--- src/rtl/serial2parallel_framed_if.sv ---
// Handshake bundle for serial2parallel_framed: bit-serial input side and word output side.
// The slave modport is the converter's view; master is the surrounding source/consumer.
interface serial2parallel_framed_if #(
   parameter int unsigned WIDTH = 2
);
   localparam int unsigned CNT_W = $clog2(WIDTH + 1);

   logic             in_valid;
   logic             in_ready;
   logic             serial_sig;
   logic             in_last;
   logic             out_valid;
   logic             out_ready;
   logic [WIDTH-1:0] out_data;
   logic [CNT_W-1:0] out_nbits;
   logic             out_last;

   modport master (
      output in_valid, serial_sig, in_last, out_ready,
      input  in_ready, out_valid, out_data, out_nbits, out_last
   );

   modport slave (
      input  in_valid, serial_sig, in_last, out_ready,
      output in_ready, out_valid, out_data, out_nbits, out_last
   );
endinterface

--- src/rtl/serial2parallel_framed.sv ---
// Collects a serial bit stream into WIDTH-bit words with selectable bit order and framing.
// A short final word is zero-padded and tagged with its valid-bit count.
module serial2parallel_framed #(
   parameter int unsigned WIDTH     = 2,
   parameter bit          MSB_FIRST = 1'b1
) (
   input logic                   clk_sig,
   input logic                   reset_sig,
   serial2parallel_framed_if.slave bus
);
   localparam int unsigned CNT_W = $clog2(WIDTH + 1);

   logic [CNT_W-1:0] cnt;
   logic [WIDTH-1:0] asm_q;
   logic [WIDTH-1:0] asm_next;
   logic [CNT_W-1:0] idx;
   logic             out_valid_q;
   logic [WIDTH-1:0] out_data_q;
   logic [CNT_W-1:0] out_nbits_q;
   logic             out_last_q;
   logic             ready;
   logic             accept;
   logic             drain;
   logic             complete;

   // Ready depends only on the output slot, so the source never sees a loop through in_valid.
   assign ready    = !out_valid_q || bus.out_ready;
   assign accept   = bus.in_valid && ready;
   assign drain    = out_valid_q && bus.out_ready;
   assign complete = accept && ((cnt == CNT_W'(WIDTH - 1)) || bus.in_last);
   assign idx      = MSB_FIRST ? (CNT_W'(WIDTH - 1) - cnt) : cnt;

   always_comb begin
      asm_next = asm_q;
      for (int unsigned i = 0; i < WIDTH; i++) begin
         if (accept && (idx == CNT_W'(i))) begin
            asm_next[i] = bus.serial_sig;
         end
      end
   end

   always_ff @(posedge clk_sig) begin
      if (reset_sig) begin
         cnt         <= '0;
         asm_q       <= '0;
         out_valid_q <= 1'b0;
         out_data_q  <= '0;
         out_nbits_q <= '0;
         out_last_q  <= 1'b0;
      end else if (complete) begin
         // A completing bit is only accepted when the slot is free or draining this edge.
         out_data_q  <= asm_next;
         out_nbits_q <= cnt + CNT_W'(1);
         out_last_q  <= bus.in_last;
         out_valid_q <= 1'b1;
         cnt         <= '0;
         asm_q       <= '0;
      end else begin
         if (accept) begin
            cnt   <= cnt + CNT_W'(1);
            asm_q <= asm_next;
         end
         if (drain) begin
            out_valid_q <= 1'b0;
         end
      end
   end

   assign bus.in_ready  = ready;
   assign bus.out_valid = out_valid_q;
   assign bus.out_data  = out_data_q;
   assign bus.out_nbits = out_nbits_q;
   assign bus.out_last  = out_last_q;
endmodule
--- src/flat_wrapper.sv ---
// flat-port wrapper written by rule: the top's interface ports become plain ports
module serial2parallel_framed_flat 
#(
   parameter int unsigned WIDTH     = 2,
   parameter bit          MSB_FIRST = 1'b1
)
  (clk_sig, reset_sig, bus_in_valid, bus_serial_sig, bus_in_last, bus_out_ready, bus_in_ready, bus_out_valid, bus_out_data, bus_out_nbits, bus_out_last);
  serial2parallel_framed_if #(.WIDTH(WIDTH)) bus_i ();
  input logic clk_sig;
  input logic reset_sig;
  input wire logic [$bits(bus_i.in_valid)-1:0] bus_in_valid;
  input wire logic [$bits(bus_i.serial_sig)-1:0] bus_serial_sig;
  input wire logic [$bits(bus_i.in_last)-1:0] bus_in_last;
  input wire logic [$bits(bus_i.out_ready)-1:0] bus_out_ready;
  output wire logic [$bits(bus_i.in_ready)-1:0] bus_in_ready;
  output wire logic [$bits(bus_i.out_valid)-1:0] bus_out_valid;
  output wire logic [$bits(bus_i.out_data)-1:0] bus_out_data;
  output wire logic [$bits(bus_i.out_nbits)-1:0] bus_out_nbits;
  output wire logic [$bits(bus_i.out_last)-1:0] bus_out_last;
  assign bus_i.in_valid = bus_in_valid;
  assign bus_i.serial_sig = bus_serial_sig;
  assign bus_i.in_last = bus_in_last;
  assign bus_i.out_ready = bus_out_ready;
  assign bus_in_ready = bus_i.in_ready;
  assign bus_out_valid = bus_i.out_valid;
  assign bus_out_data = bus_i.out_data;
  assign bus_out_nbits = bus_i.out_nbits;
  assign bus_out_last = bus_i.out_last;
  serial2parallel_framed #(.WIDTH(WIDTH), .MSB_FIRST(MSB_FIRST)) u_core (.clk_sig(clk_sig), .reset_sig(reset_sig), .bus(bus_i));
endmodule
--- config.mk ---
export PLATFORM = sky130hd
export DESIGN_NAME = serial2parallel_framed_flat
export DESIGN_NICKNAME = d
export VERILOG_FILES = /design/src/rtl/serial2parallel_framed_if.sv /design/src/rtl/serial2parallel_framed.sv /design/src/flat_wrapper.sv
export SDC_FILE = /design/constraint.sdc
export NUM_CORES = 1
export LEC_CHECK = 0
export BUFFER_PORTS_ARGS = -buffer_cell sky130_fd_sc_hd__buf_2
export CORE_AREA = 2 2 39 41
export CTS_CLUSTER_SIZE = 24
export DETAILED_ROUTE_END_ITERATION = 6
export DIE_AREA = 0 0 41 43
export PLACE_DENSITY = 0.74
export SETUP_SLACK_MARGIN = 0.15
export SLEW_MARGIN = 25
export SYNTH_ARGS = -nofsm -noshare
export SYNTH_HDL_FRONTEND = slang
export SYNTH_SLANG_ARGS = --single-unit
--- constraint.sdc ---
create_clock -name clk_sig -period 1.2 [get_ports clk_sig]
set_input_delay 0 -clock clk_sig [delete_from_list [all_inputs] [get_ports clk_sig]]
set_output_delay 0 -clock clk_sig [all_outputs]
set_load 0.05 [all_outputs]
==> results of run 1 <==
==> state kept, by name (all words and copies together), names as in the netlist <==
| register | count |
|---|---|
| u_core.asm_q | 2 |
| u_core.bus.out_data | 2 |
| u_core.bus.out_nbits | 2 |
| u_core.cnt | 2 |
| u_core.bus.out_last | 1 |
| u_core.bus.out_valid | 1 |
==> area by class of cell <==
class                      instances  area (um2)
tap                               16        20.0
timing repair buffer              19         139
sequential                        10         209
inverter                           4        27.5
fill                             128         663
clock buffer                       4        26.3
multi-input combinational         38         299
==> logic make-up (layout without fill, tap and decap cells) <==
| group | after synthesis | count (layout) | share of synthesized area (%) |
|---|---|---|---|
| DFF | 10 | 10 | 39.3 |
| buffers and inverters | 7 | 27 | 12.0 |
| and+or+nand+nor | 19 | 19 | 23.3 |
| adders and majority gates | 2 | 2 | 4.91 |
| AOI/OAI and AO/OA | 17 | 17 | 20.4 |
==> what timing repair did <==
action,CTS,global route
gates resized for setup,13,5
pin swaps,7,6
buffers inserted,2,2
hold endpoints to repair,0,0
hold buffers,0,0
gates cloned,0,0
endpoints found under the setup margin,10,11
==> worst max-delay path, stage by stage, from the launching register on <==
cell	delay, ps
dfxtp_4	340
nor2b_4	240
buf_6	150
nor3_2	50
a311oi_1	260
==> cell usage in the layout, fill, tap and decap left out <==
| cell | Yosys | layout |
|---|---|---|
| nand2_1 | 3 | 3 |
| dfxtp_1 | 10 | 7 |
| a31oi_1 | 2 | 2 |
| o31ai_2 | 0 | 2 |
| nor3b_1 | 1 | 1 |
| nor2b_4 | 1 | 1 |
| nand4_1 | 4 | 4 |
| buf_4 | 0 | 4 |
| o21ai_1 | 0 | 1 |
| clkbuf_4 | 0 | 3 |
| nor2_1 | 1 | 1 |
| nor3_2 | 1 | 2 |
| inv_1 | 3 | 2 |
| o21ai_0 | 4 | 2 |
| nand3_2 | 0 | 1 |
| dfxtp_4 | 0 | 2 |
| nor2_4 | 0 | 1 |
| nand3_1 | 2 | 1 |
| a21oi_1 | 6 | 6 |
| ha_2 | 0 | 1 |
| dfxtp_2 | 0 | 1 |
| or2_4 | 1 | 1 |
| o21ai_2 | 0 | 1 |
| buf_2 | 0 | 11 |
| buf_6 | 0 | 3 |
| clkinv_8 | 1 | 1 |
| inv_2 | 0 | 1 |
| buf_12 | 0 | 1 |
| nor3_1 | 2 | 1 |
| o32ai_2 | 0 | 1 |
| a311oi_1 | 2 | 2 |
| clkbuf_1 | 1 | 1 |
| nand2b_1 | 2 | 2 |
| ha_4 | 0 | 1 |
==> power breakdown <==
group / switching (W) / internal, W / total, W
Clock: 0.000127 / 0.000129 / 0.000256
Sequential: 0.0000101 / 0.000348 / 0.000358
Combinational: 0.000129 / 0.0000761 / 0.000205
==> how the worst min path moves through the flow <==
stage / startpoint / endpoint / slack, ps / cells past startpoint
2_1_floorplan: bus_in_last / u_core.bus.out_last$_SDFFE_PP0P_ / 150 / 2
3_3_place_gp: bus_in_last / u_core.bus.out_last$_SDFFE_PP0P_ / 290 / 3
3_5_place_dp: bus_serial_sig / u_core.bus.out_data[0]$_SDFFE_PP0P_ / 290 / 3
4_1_cts: bus_serial_sig / u_core.bus.out_data[0]$_SDFFE_PP0P_ / 10 / 3
5_1_grt: bus_in_last / u_core.bus.out_last$_SDFFE_PP0P_ / 20 / 3
6_report: bus_serial_sig / u_core.bus.out_data[0]$_SDFFE_PP0P_ / 30 / 3
==> per-stage QoR <==
step	util (%)	TNS, ps	total power, W	area (um2)	instances
final	52.1	0	0.000819	721	91
after floorplan	-	0	0.000502	526	55
after global placement	42.9	0	0.000539	594	83
after detailed placement	42.9	0	0.000541	594	83
after CTS	49.5	0	0.000807	684	89
after global routing	52.1	-7.80	0.000861	721	91
==> per-layer routing <==
metal	vias up	part of all wire, %
li1	244	-
met1	228	42
met2	16	50
met3	2	4.9
met4	0	2.7
met5	-	0
==> key figures, run 1 <==
Global routing
  • First-pass GRT wire length: 1.61 mm
  • Met2 Use GR: 21.3%
  • Initial antenna violation count: 0
  • Largest net degree at the start of global routing: 12
  • Global-route track usage on met3: ~4.7%
  • GRT Total Usage: 13.7%
  • Grt met1 use: 16.1%
  • Vias in the first global route: 408
  • Grt ovf: 0
  • Most Used Layer, Global Route: met2

Synthesis
  • Yosys Warn Count: 0
  • Number of flops mapped to enable cells by yosys: 0
  • Synth Register Bits: 10
  • Synth Flop Type: dfxtp_1
  • Largest cells by area after synthesis: dfxtp_1, a21oi_1, buf_8, ha_1, nand4_1
  • Syn avg cell area: 9.26 um2
  • Post-synthesis sequential area ratio: 39.3%
  • Area leader, netlist: dfxtp_1
  • Post-synthesis async set-or-reset flop share: 0%
  • Most numerous cell in the Yosys netlist: dfxtp_1
  • Synthesized area: 509 um2
  • Gate Count Post-Synth: 55
  • Syn nets: 63
  • Cell variety after synth: 23
  • Synth top cells by count: dfxtp_1, a21oi_1, nand4_1, o21ai_0
  • Top cell type's share of synthesized area: 39.3%

Clock tree
  • CTS sink cnt: 10
  • Clock latency on the worst-skew pair: about 280 ps
  • Root Driver: clkbuf_4
  • CTS buffer count: 3
  • CTS tree: done
  • CTS HTree Levels: 1
  • Clk pin slew, worst setup/hold paths: 70 ps
  • CTS Buffer Depth: 2

Detailed routing
  • Via count: between 400 and 500
  • Residual DRC: 0
  • 1st-iter DRT viols: 6
  • Total wire length: 1.09 mm
  • TritonRoute pass-1 iters: 4
  • Vias per Instance: about 5.4
  • Routed len/inst: ~12 um
  • ANT nets after route: 0

Floorplan
  • Row count: 14
  • DIE HEIGHT: 43 um
  • Die area: 1760 um2
  • Die X: 41 um
  • Core Region: 1380 um2
  • IO Count: 13
  • Initial Util: 36.8%

Worst setup path
  • Critical path arrival: about 1300 ps
  • Critical path class: reg -> reg
  • CP Capture Point: u_core.bus.out_data[0]$_SDFFE_PP0P_
  • Worst-path maximum fanout: 4
  • CP required: 1380 ps
  • Internal reg-to-reg setup slack: between 40 and 50 ps
  • Worst Setup End Kind: register
  • Reg2Reg Capture Point: u_core.bus.out_data[0]$_SDFFE_PP0P_
  • Worst r2r src: u_core.bus.out_valid$_SDFFE_PP0P_
  • Worst r2r path cells: 4
  • CP startpoint: u_core.bus.out_valid$_SDFFE_PP0P_
  • Startpoint Class: register

STA
  • Setup violators final: 0
  • Max Clock Freq: 866 MHz
  • Setup WS post-layout: 45.3 ps
  • Worst Tran Pin Value: between 200 and 250 ps
  • Post-layout min period: ~1200 ps
  • Rel. slew slack: 84.3%
  • RSZ-0062 raised after global routing: yes
  • Max Clock Skew: 5.93 ps
  • Final Hold Viols: 0
  • Max Slew Vio Count: 0
  • Post-route clock period utilization: 96.2%
  • Worst hold slack: 28.9 ps

Final layout
  • Area Growth Syn to Fin: 41.5%
  • Share of cells above drive strength 1: a little over half
  • Diode count: 0
  • Final nets: 84

Placement
  • PortBufs: 12
  • Hpwl dp: 760 um
  • Post-Place Worst Slack: between 20 and 25 ps
  • Gpl congestion: 0.759

Status
  • Status: complete, no violations

Pwr
  • Leak Pwr: 0.278 nW
  • VDD IR-drop max: 0.000666 V
  • Pwr/cell area: 1140 nW/um2

Run
  • Max_cap viols: 0

Min path
  • HP Class: in -> reg
No activity file was read; power rests on OpenSTA's default activity.
==> run 2, diff against run 1 <==
Settings changed: ABC_AREA set to 1, CTS_CLUSTER_SIZE 24 to 10, PLACE_DENSITY 0.74 to 0.68.
==> key figures, run 2 <==
Status
  • Status: complete, no violations (unchanged)

Floorplan
  • Row count: 14 (unchanged)
  • Core Region: 1380 um2 (unchanged)
  • DIE HEIGHT: 43 um (unchanged)
  • Die X: 41 um (unchanged)
  • Initial Util: 31.2% (was 36.8%)
  • IO Count: 13 (unchanged)
  • Die area: 1760 um2 (unchanged)

Final layout
  • Area Growth Syn to Fin: 53.0% (was 41.5%)
  • Share of cells above drive strength 1: 46.2% (was 52.0%)
  • Most frequent cells in the layout: nand2_1, buf_2, dfxtp_1 (was buf_2, dfxtp_1, a21oi_1)
  • Core Util, Final: 47.7% (was 52.1%)
  • Diode count: 0 (unchanged)
  • Most common cell after layout, fill and taps aside: nand2_1 (was buf_2)
  • Final nets: 87 (was 84)

Placement
  • Hpwl dp: 667 um (was 760 um)
  • Gpl congestion: 0.738 (was 0.759)
  • PortBufs: 12 (unchanged)

Synthesis
  • Most numerous cell in the Yosys netlist: nand2_1 (was dfxtp_1)
  • Largest cells by area after synthesis: dfxtp_1, nand2_1, a21oi_1, inv_1, ha_1 (was dfxtp_1, a21oi_1, buf_8, ha_1, nand4_1)
  • Top cell type's share of synthesized area: 46.4% (was 39.3%)
  • Post-synthesis sequential area ratio: 46.4% (was 39.3%)
  • Syn avg cell area: 7.44 um2 (was 9.26 um2)
  • Area leader, netlist: dfxtp_1 (unchanged)
  • Synth Flop Type: dfxtp_1 (unchanged)
  • Number of flops mapped to enable cells by yosys: 0 (unchanged)
  • Cell variety after synth: 12 (was 23)
  • Gate Count Post-Synth: 58 (was 55)
  • Synth Register Bits: 10 (unchanged)
  • Yosys Warn Count: 0 (unchanged)
  • Syn nets: 66 (was 63)
  • Synth top cells by count: nand2_1, dfxtp_1, inv_1, a21oi_1 (was dfxtp_1, a21oi_1, nand4_1, o21ai_0)
  • Post-synthesis async set-or-reset flop share: 0% (unchanged)
  • Synthesized area: 432 um2 (was 509 um2)

STA
  • Post-layout min period: 1100 ps (was 1150 ps)
  • Setup violators final: 0 (unchanged)
  • TNS Setup: 0 ps (unchanged)
  • Final Hold Viols: 0 (unchanged)
  • Post-route clock period utilization: 92.0% (was 96.2%)
  • Max Clock Skew: 0.328 ps (was 5.93 ps)
  • Max Clock Freq: 905 MHz (was 866 MHz)
  • RSZ-0062 raised after global routing: yes (unchanged)
  • Worst Tran Pin Value: 248 ps (was 235 ps)
  • Rel. slew slack: 83.6% (was 84.3%)
  • Max Slew Vio Count: 0 (unchanged)

Global routing
  • GRT Total Usage: 14.3% (was 13.7%)
  • Grt ovf: 0 (unchanged)
  • Initial antenna violation count: 0 (unchanged)
  • Vias in the first global route: 391 (was 408)
  • First-pass GRT wire length: 1.61 mm (unchanged)
  • Largest net degree at the start of global routing: 9 (was 12)

Clock tree
  • Root Driver: clkbuf_4 (unchanged)
  • CTS HTree Levels: 1 (unchanged)
  • CTS buffer count: 3 (unchanged)
  • Clock latency on the worst-skew pair: 270 ps (was 280 ps)
  • CTS Buffer Depth: 2 (unchanged)
  • Clk pin slew, worst setup/hold paths: 70 ps (about the same)
  • CTS tree: done (unchanged)
  • CTS sink cnt: 10 (unchanged)

Worst setup path
  • Critical path arrival: 1270 ps (was 1330 ps)
  • CP required: 1370 ps (was 1380 ps)
  • Worst r2r path cells: 9 (was 4)
  • Critical path class: reg -> reg (unchanged)
  • Slowest Stage Delay on Critical Path: 330 ps (was 340 ps)
  • Crit-path cells: inv_2 > ha_4 > inv_2 > nand2_2 > nand3_4 > nand2_4 > inv_4 > nand2_2 > nand2_1 (was nor2b_4 > buf_6 > nor3_2 > a311oi_1)
  • Slowest cell on the critical path: dfxtp_2 (was dfxtp_4)
  • Reg2Reg Capture Point: u_core.bus.out_nbits[0]$_SDFFE_PP0P_ (was u_core.bus.out_data[0]$_SDFFE_PP0P_)
  • Internal reg-to-reg setup slack: 100 ps (was 50 ps)
  • Worst-path maximum fanout: 5 (was 4)
  • Startpoint Class: register (unchanged)
  • Worst Setup End Kind: register (unchanged)
  • Worst r2r src: u_core.cnt[1]$_SDFFE_PP0P_ (was u_core.bus.out_valid$_SDFFE_PP0P_)

Pwr
  • VDD IR-drop max: 0.000493 V (was 0.000666 V)
  • Leak Pwr: 0.320 nW (was 0.278 nW)
  • Pwr/cell area: 1290 nW/um2 (was 1140 nW/um2)

Min path
  • HP Start: bus_serial_sig (unchanged)
  • Min-Delay Endpoint: u_core.asm_q[0]$_SDFFE_PP0P_ (was u_core.bus.out_data[0]$_SDFFE_PP0P_)
  • WHS Path Cells: 3 (unchanged)
  • HP Class: in -> reg (unchanged)

Detailed routing
  • TritonRoute pass-1 iters: 4 (unchanged)
  • Routed len/inst: 10.6 um (was 12.0 um)
  • 1st-iter DRT viols: 7 (was 6)
  • Vias per Instance: 4.69 (was 5.38)
  • ANT nets after route: 0 (unchanged)
  • Total wire length: 992 um (was 1.09 mm)
  • Via count: 441 (was 490)
  • Residual DRC: 0 (unchanged)

Run
  • Max_cap viols: 0 (unchanged)
[run 2: area by class of cell]
class,count,area (um2)
Clock buffer,4,36.3
Multi-Input combinational cell,40,270
Tap cell,16,20.0
Fill cell,138,723
Sequential cell,10,206
Timing Repair Buffer,16,95.1
Inverter,8,32.5
[run 2: worst max path at each step]
stage	start	to	slack, ps
after floorplan	u_core.bus.out_valid$_SDFFE_PP0P_	u_core.bus.out_data[0]$_SDFFE_PP0P_	160
after global placement	u_core.cnt[1]$_SDFFE_PP0P_	u_core.bus.out_nbits[1]$_SDFFE_PP0P_	100
after detailed placement	u_core.cnt[1]$_SDFFE_PP0P_	u_core.bus.out_nbits[0]$_SDFFE_PP0P_	60
after CTS	u_core.cnt[1]$_SDFFE_PP0P_	u_core.bus.out_nbits[0]$_SDFFE_PP0P_	100
after global routing	u_core.cnt[1]$_SDFFE_PP0P_	u_core.bus.out_data[0]$_SDFFE_PP0P_	40
final	u_core.cnt[1]$_SDFFE_PP0P_	u_core.bus.out_nbits[0]$_SDFFE_PP0P_	100
[run 2: cells by family after synthesis]
| logic type | Yosys count | share of synthesized area, % |
|---|---|---|
| AO/OA/AOI/OAI | 6 | 6.96 |
| buffers and inverters | 8 | 6.96 |
| AND/OR/NAND/NOR | 32 | 33.9 |
| flip-flops | 10 | 46.4 |
| adder cells (fa/ha/maj) | 2 | 5.80 |
[run 2: routing by layer]
metal	GRT usage [%]	part of all wire [%]
met3	6.28	4.7
met5	0	0
met4	12.0	4.3
met2	19.7	51
met1	15.8	40
[run 2: repair_timing]
action | 4_1_cts | 5_1_grt
endpoints found under the hold margin | 2 | 2
pin swaps | 5 | 7
resized for setup | 7 | 6
buffers inserted | 2 | 0
setup endpoints to repair | 4 | 9
[run 2: per-stage QoR]
stage | hold slack [ps] | power [W] | setup WS [ps] | instance area, um2 | cells
finish | 45.8 | 0.000852 | 95.5 | 661 | 94
global route | 67.4 | 0.000902 | 36.5 | 661 | 94
CTS | -52.1 | 0.000839 | 103 | 616 | 92
detailed placement | 207 | 0.000516 | 59.5 | 539 | 86
global placement | 210 | 0.000513 | 95.9 | 539 | 86
floorplan | 59.4 | 0.000478 | 159 | 459 | 58
[run 2: critical path, delay by kind of cell, from the launching register on]
kind | cells | cell delay [ps]
adders and majority gates | 1 | 130
and+or+nand+nor | 5 | 370
buffers and inverters | 3 | 160
DFF | 1 | 330
[run 2: report_power, final]
part	internal, W	switching, W
registers	0.000350	0.0000134
clock network	0.000185	0.000124
logic	0.0000606	0.000119
total	0.000596	0.000256
==> run 3, diff against run 2 <==
==> constraint.sdc (replaced) <==
create_clock -name clk_sig -period 1.2 [get_ports clk_sig]
set_input_delay 0.06 -clock clk_sig [delete_from_list [all_inputs] [get_ports clk_sig]]
set_output_delay 0.06 -clock clk_sig [all_outputs]
set_load 0.05 [all_outputs]
==> key figures, run 3 (synthesized netlist as in run 2, its figures left out) <==
Worst setup path
  • Reg2Reg Capture Point: u_core.bus.out_nbits[0]$_SDFFE_PP0P_ (unchanged)
  • Critical path arrival: 1270 ps (about the same)
  • CP required: 1370 ps (about the same)
  • Internal reg-to-reg setup slack: 100 ps (about the same)
  • Worst r2r src: u_core.cnt[1]$_SDFFE_PP0P_ (unchanged)
  • Startpoint Class: register (unchanged)
  • Worst Setup End Kind: register (unchanged)
  • CP startpoint: u_core.cnt[1]$_SDFFE_PP0P_ (unchanged)
  • Worst-path maximum fanout: 5 (unchanged)
  • Critical path class: reg -> reg (unchanged)
  • Worst r2r path cells: 9 (unchanged)
  • CP Capture Point: u_core.bus.out_nbits[0]$_SDFFE_PP0P_ (unchanged)

STA
  • Post-layout min period: 1100 ps (about the same)
  • Max Clock Freq: 906 MHz (was 905 MHz)
  • TNS Setup: 0 ps (unchanged)
  • RSZ-0062 raised after global routing: yes (unchanged)
  • Max Slew Vio Count: 0 (unchanged)
  • Post-route clock period utilization: 92.0% (about the same)
  • Setup violators final: 0 (unchanged)
  • Rel. slew slack: 83.6% (unchanged)
  • Max Clock Skew: 0.347 ps (was 0.328 ps)
  • Final Hold Viols: 0 (unchanged)
  • Worst Tran Pin Value: 248 ps (unchanged)

Global routing
  • Initial antenna violation count: 0 (unchanged)
  • Largest net degree at the start of global routing: 9 (unchanged)
  • First-pass GRT wire length: 1.61 mm (unchanged)
  • Vias in the first global route: 391 (unchanged)
  • GRT Total Usage: 14.3% (unchanged)
  • Grt ovf: 0 (unchanged)

Floorplan
  • Initial Util: 31.2% (unchanged)
  • Die area: 1760 um2 (unchanged)
  • DIE HEIGHT: 43 um (unchanged)
  • Row count: 14 (unchanged)
  • Core Region: 1380 um2 (unchanged)
  • IO Count: 13 (unchanged)
  • Die X: 41 um (unchanged)

Clock tree
  • CTS Hold Bufs: 0
  • Clk pin slew, worst setup/hold paths: 70 ps (about the same)
  • CTS buffer count: 3 (unchanged)
  • CTS Buffer Depth: 2 (unchanged)
  • CTS tree: done (unchanged)
  • Clock latency on the worst-skew pair: 270 ps (about the same)
  • Root Driver: clkbuf_4 (unchanged)
  • CTS HTree Levels: 1 (unchanged)
  • CTS sink cnt: 10 (unchanged)

Pwr
  • Pwr Total: 0.000847 W (was 0.000852 W)
  • VDD IR-drop max: 0.000493 V (about the same)
  • Pwr/cell area: 1320 nW/um2 (was 1290 nW/um2)
  • Leak Pwr: 0.313 nW (was 0.320 nW)

Detailed routing
  • Residual DRC: 0 (unchanged)
  • Total wire length: 968 um (was 992 um)
  • Via count: 433 (was 441)
  • Routed len/inst: 10.5 um (was 10.6 um)
  • ANT nets after route: 0 (unchanged)
  • 1st-iter DRT viols: 7 (unchanged)
  • TritonRoute pass-1 iters: 4 (unchanged)
  • Vias per Instance: 4.71 (was 4.69)

Min path
  • HP Class: in -> reg (unchanged)

Final layout
  • Diode count: 0 (unchanged)
  • Register area: 206 um2 (unchanged)
  • Share of cells above drive strength 1: 47.4% (was 46.2%)
  • Area Growth Syn to Fin: 49.0% (was 53.0%)
  • Area occupied by multi-input gates: 270 um2 (unchanged)
  • Core Util, Final: 46.5% (was 47.7%)
  • FILL cells: 140 (was 138)
  • Most frequent cells in the layout: nand2_1, buf_2, dfxtp_1 (unchanged)
  • Most common cell after layout, fill and taps aside: nand2_1 (unchanged)
  • Final nets: 85 (was 87)

Placement
  • PortBufs: 12 (unchanged)
  • Hpwl dp: 667 um (unchanged)
  • Gpl congestion: 0.738 (unchanged)

Status
  • Status: complete, no violations (unchanged)

Run
  • Max_cap viols: 0 (unchanged)
run 3: cell type report:
type,instances,share of cell area (%)
multi-input cells,40,42.0
inverters,8,5.06
repair buffers,14,12.1
flip-flops and latches,10,32.1
well taps,16,3.11
clock buffers,4,5.64
run 3: routing by layer:
layer	up-vias	track usage (%)	wire, um
li1	219	-	-
met1	199	15.8	389
met2	10	19.7	483
met3	5	6.28	52
met4	0	12.0	43
met5	-	0	0
run 3: worst min-delay path by stage:
| stage | start | end | slack (ps) | cells past startpoint |
|---|---|---|---|---|
| finish | reset_sig | u_core.bus.out_valid$_SDFFE_PP0P_ | 10 | 2 |
| global placement | reset_sig | u_core.bus.out_valid$_SDFFE_PP0P_ | 270 | 2 |
| global route | reset_sig | u_core.bus.out_last$_SDFFE_PP0P_ | 20 | 2 |
| CTS | reset_sig | u_core.bus.out_valid$_SDFFE_PP0P_ | 8 | 2 |
| floorplan | reset_sig | u_core.bus.out_valid$_SDFFE_PP0P_ | 120 | 1 |
| detailed placement | reset_sig | u_core.bus.out_valid$_SDFFE_PP0P_ | 270 | 2 |
run 3: metrics by stage:
stage	area (um2)	hold slack, ps	worst slack [ps]	std cells
finish	643	10.7	95.9	92
global route	643	17.9	36.5	92
CTS	616	7.94	103	92
detailed placement	539	267	59.5	86
global placement	539	270	95.9	86
floorplan	459	119	159	58
run 3: timing repair:
action	in CTS	in global routing
hold endpoints to repair	0	0
buffers inserted	2	0
gates resized for setup	7	8
pin swaps	5	7
endpoints found under the setup margin	4	10
run 3: power by group:
part	total, W	switching (W)	internal [W]
sequential	0.000364	0.0000134	0.000350
clock	0.000308	0.000124	0.000185
combinational	0.000175	0.000118	0.0000571
run 3: critical path, stage by stage (launching register included):
cell     delay, ps
dfxtp_2        330
inv_2           70
ha_4           130
inv_2           30
nand2_2         60
nand3_4         90
nand2_4        120
inv_4           60
nand2_2         50
nand2_1         50
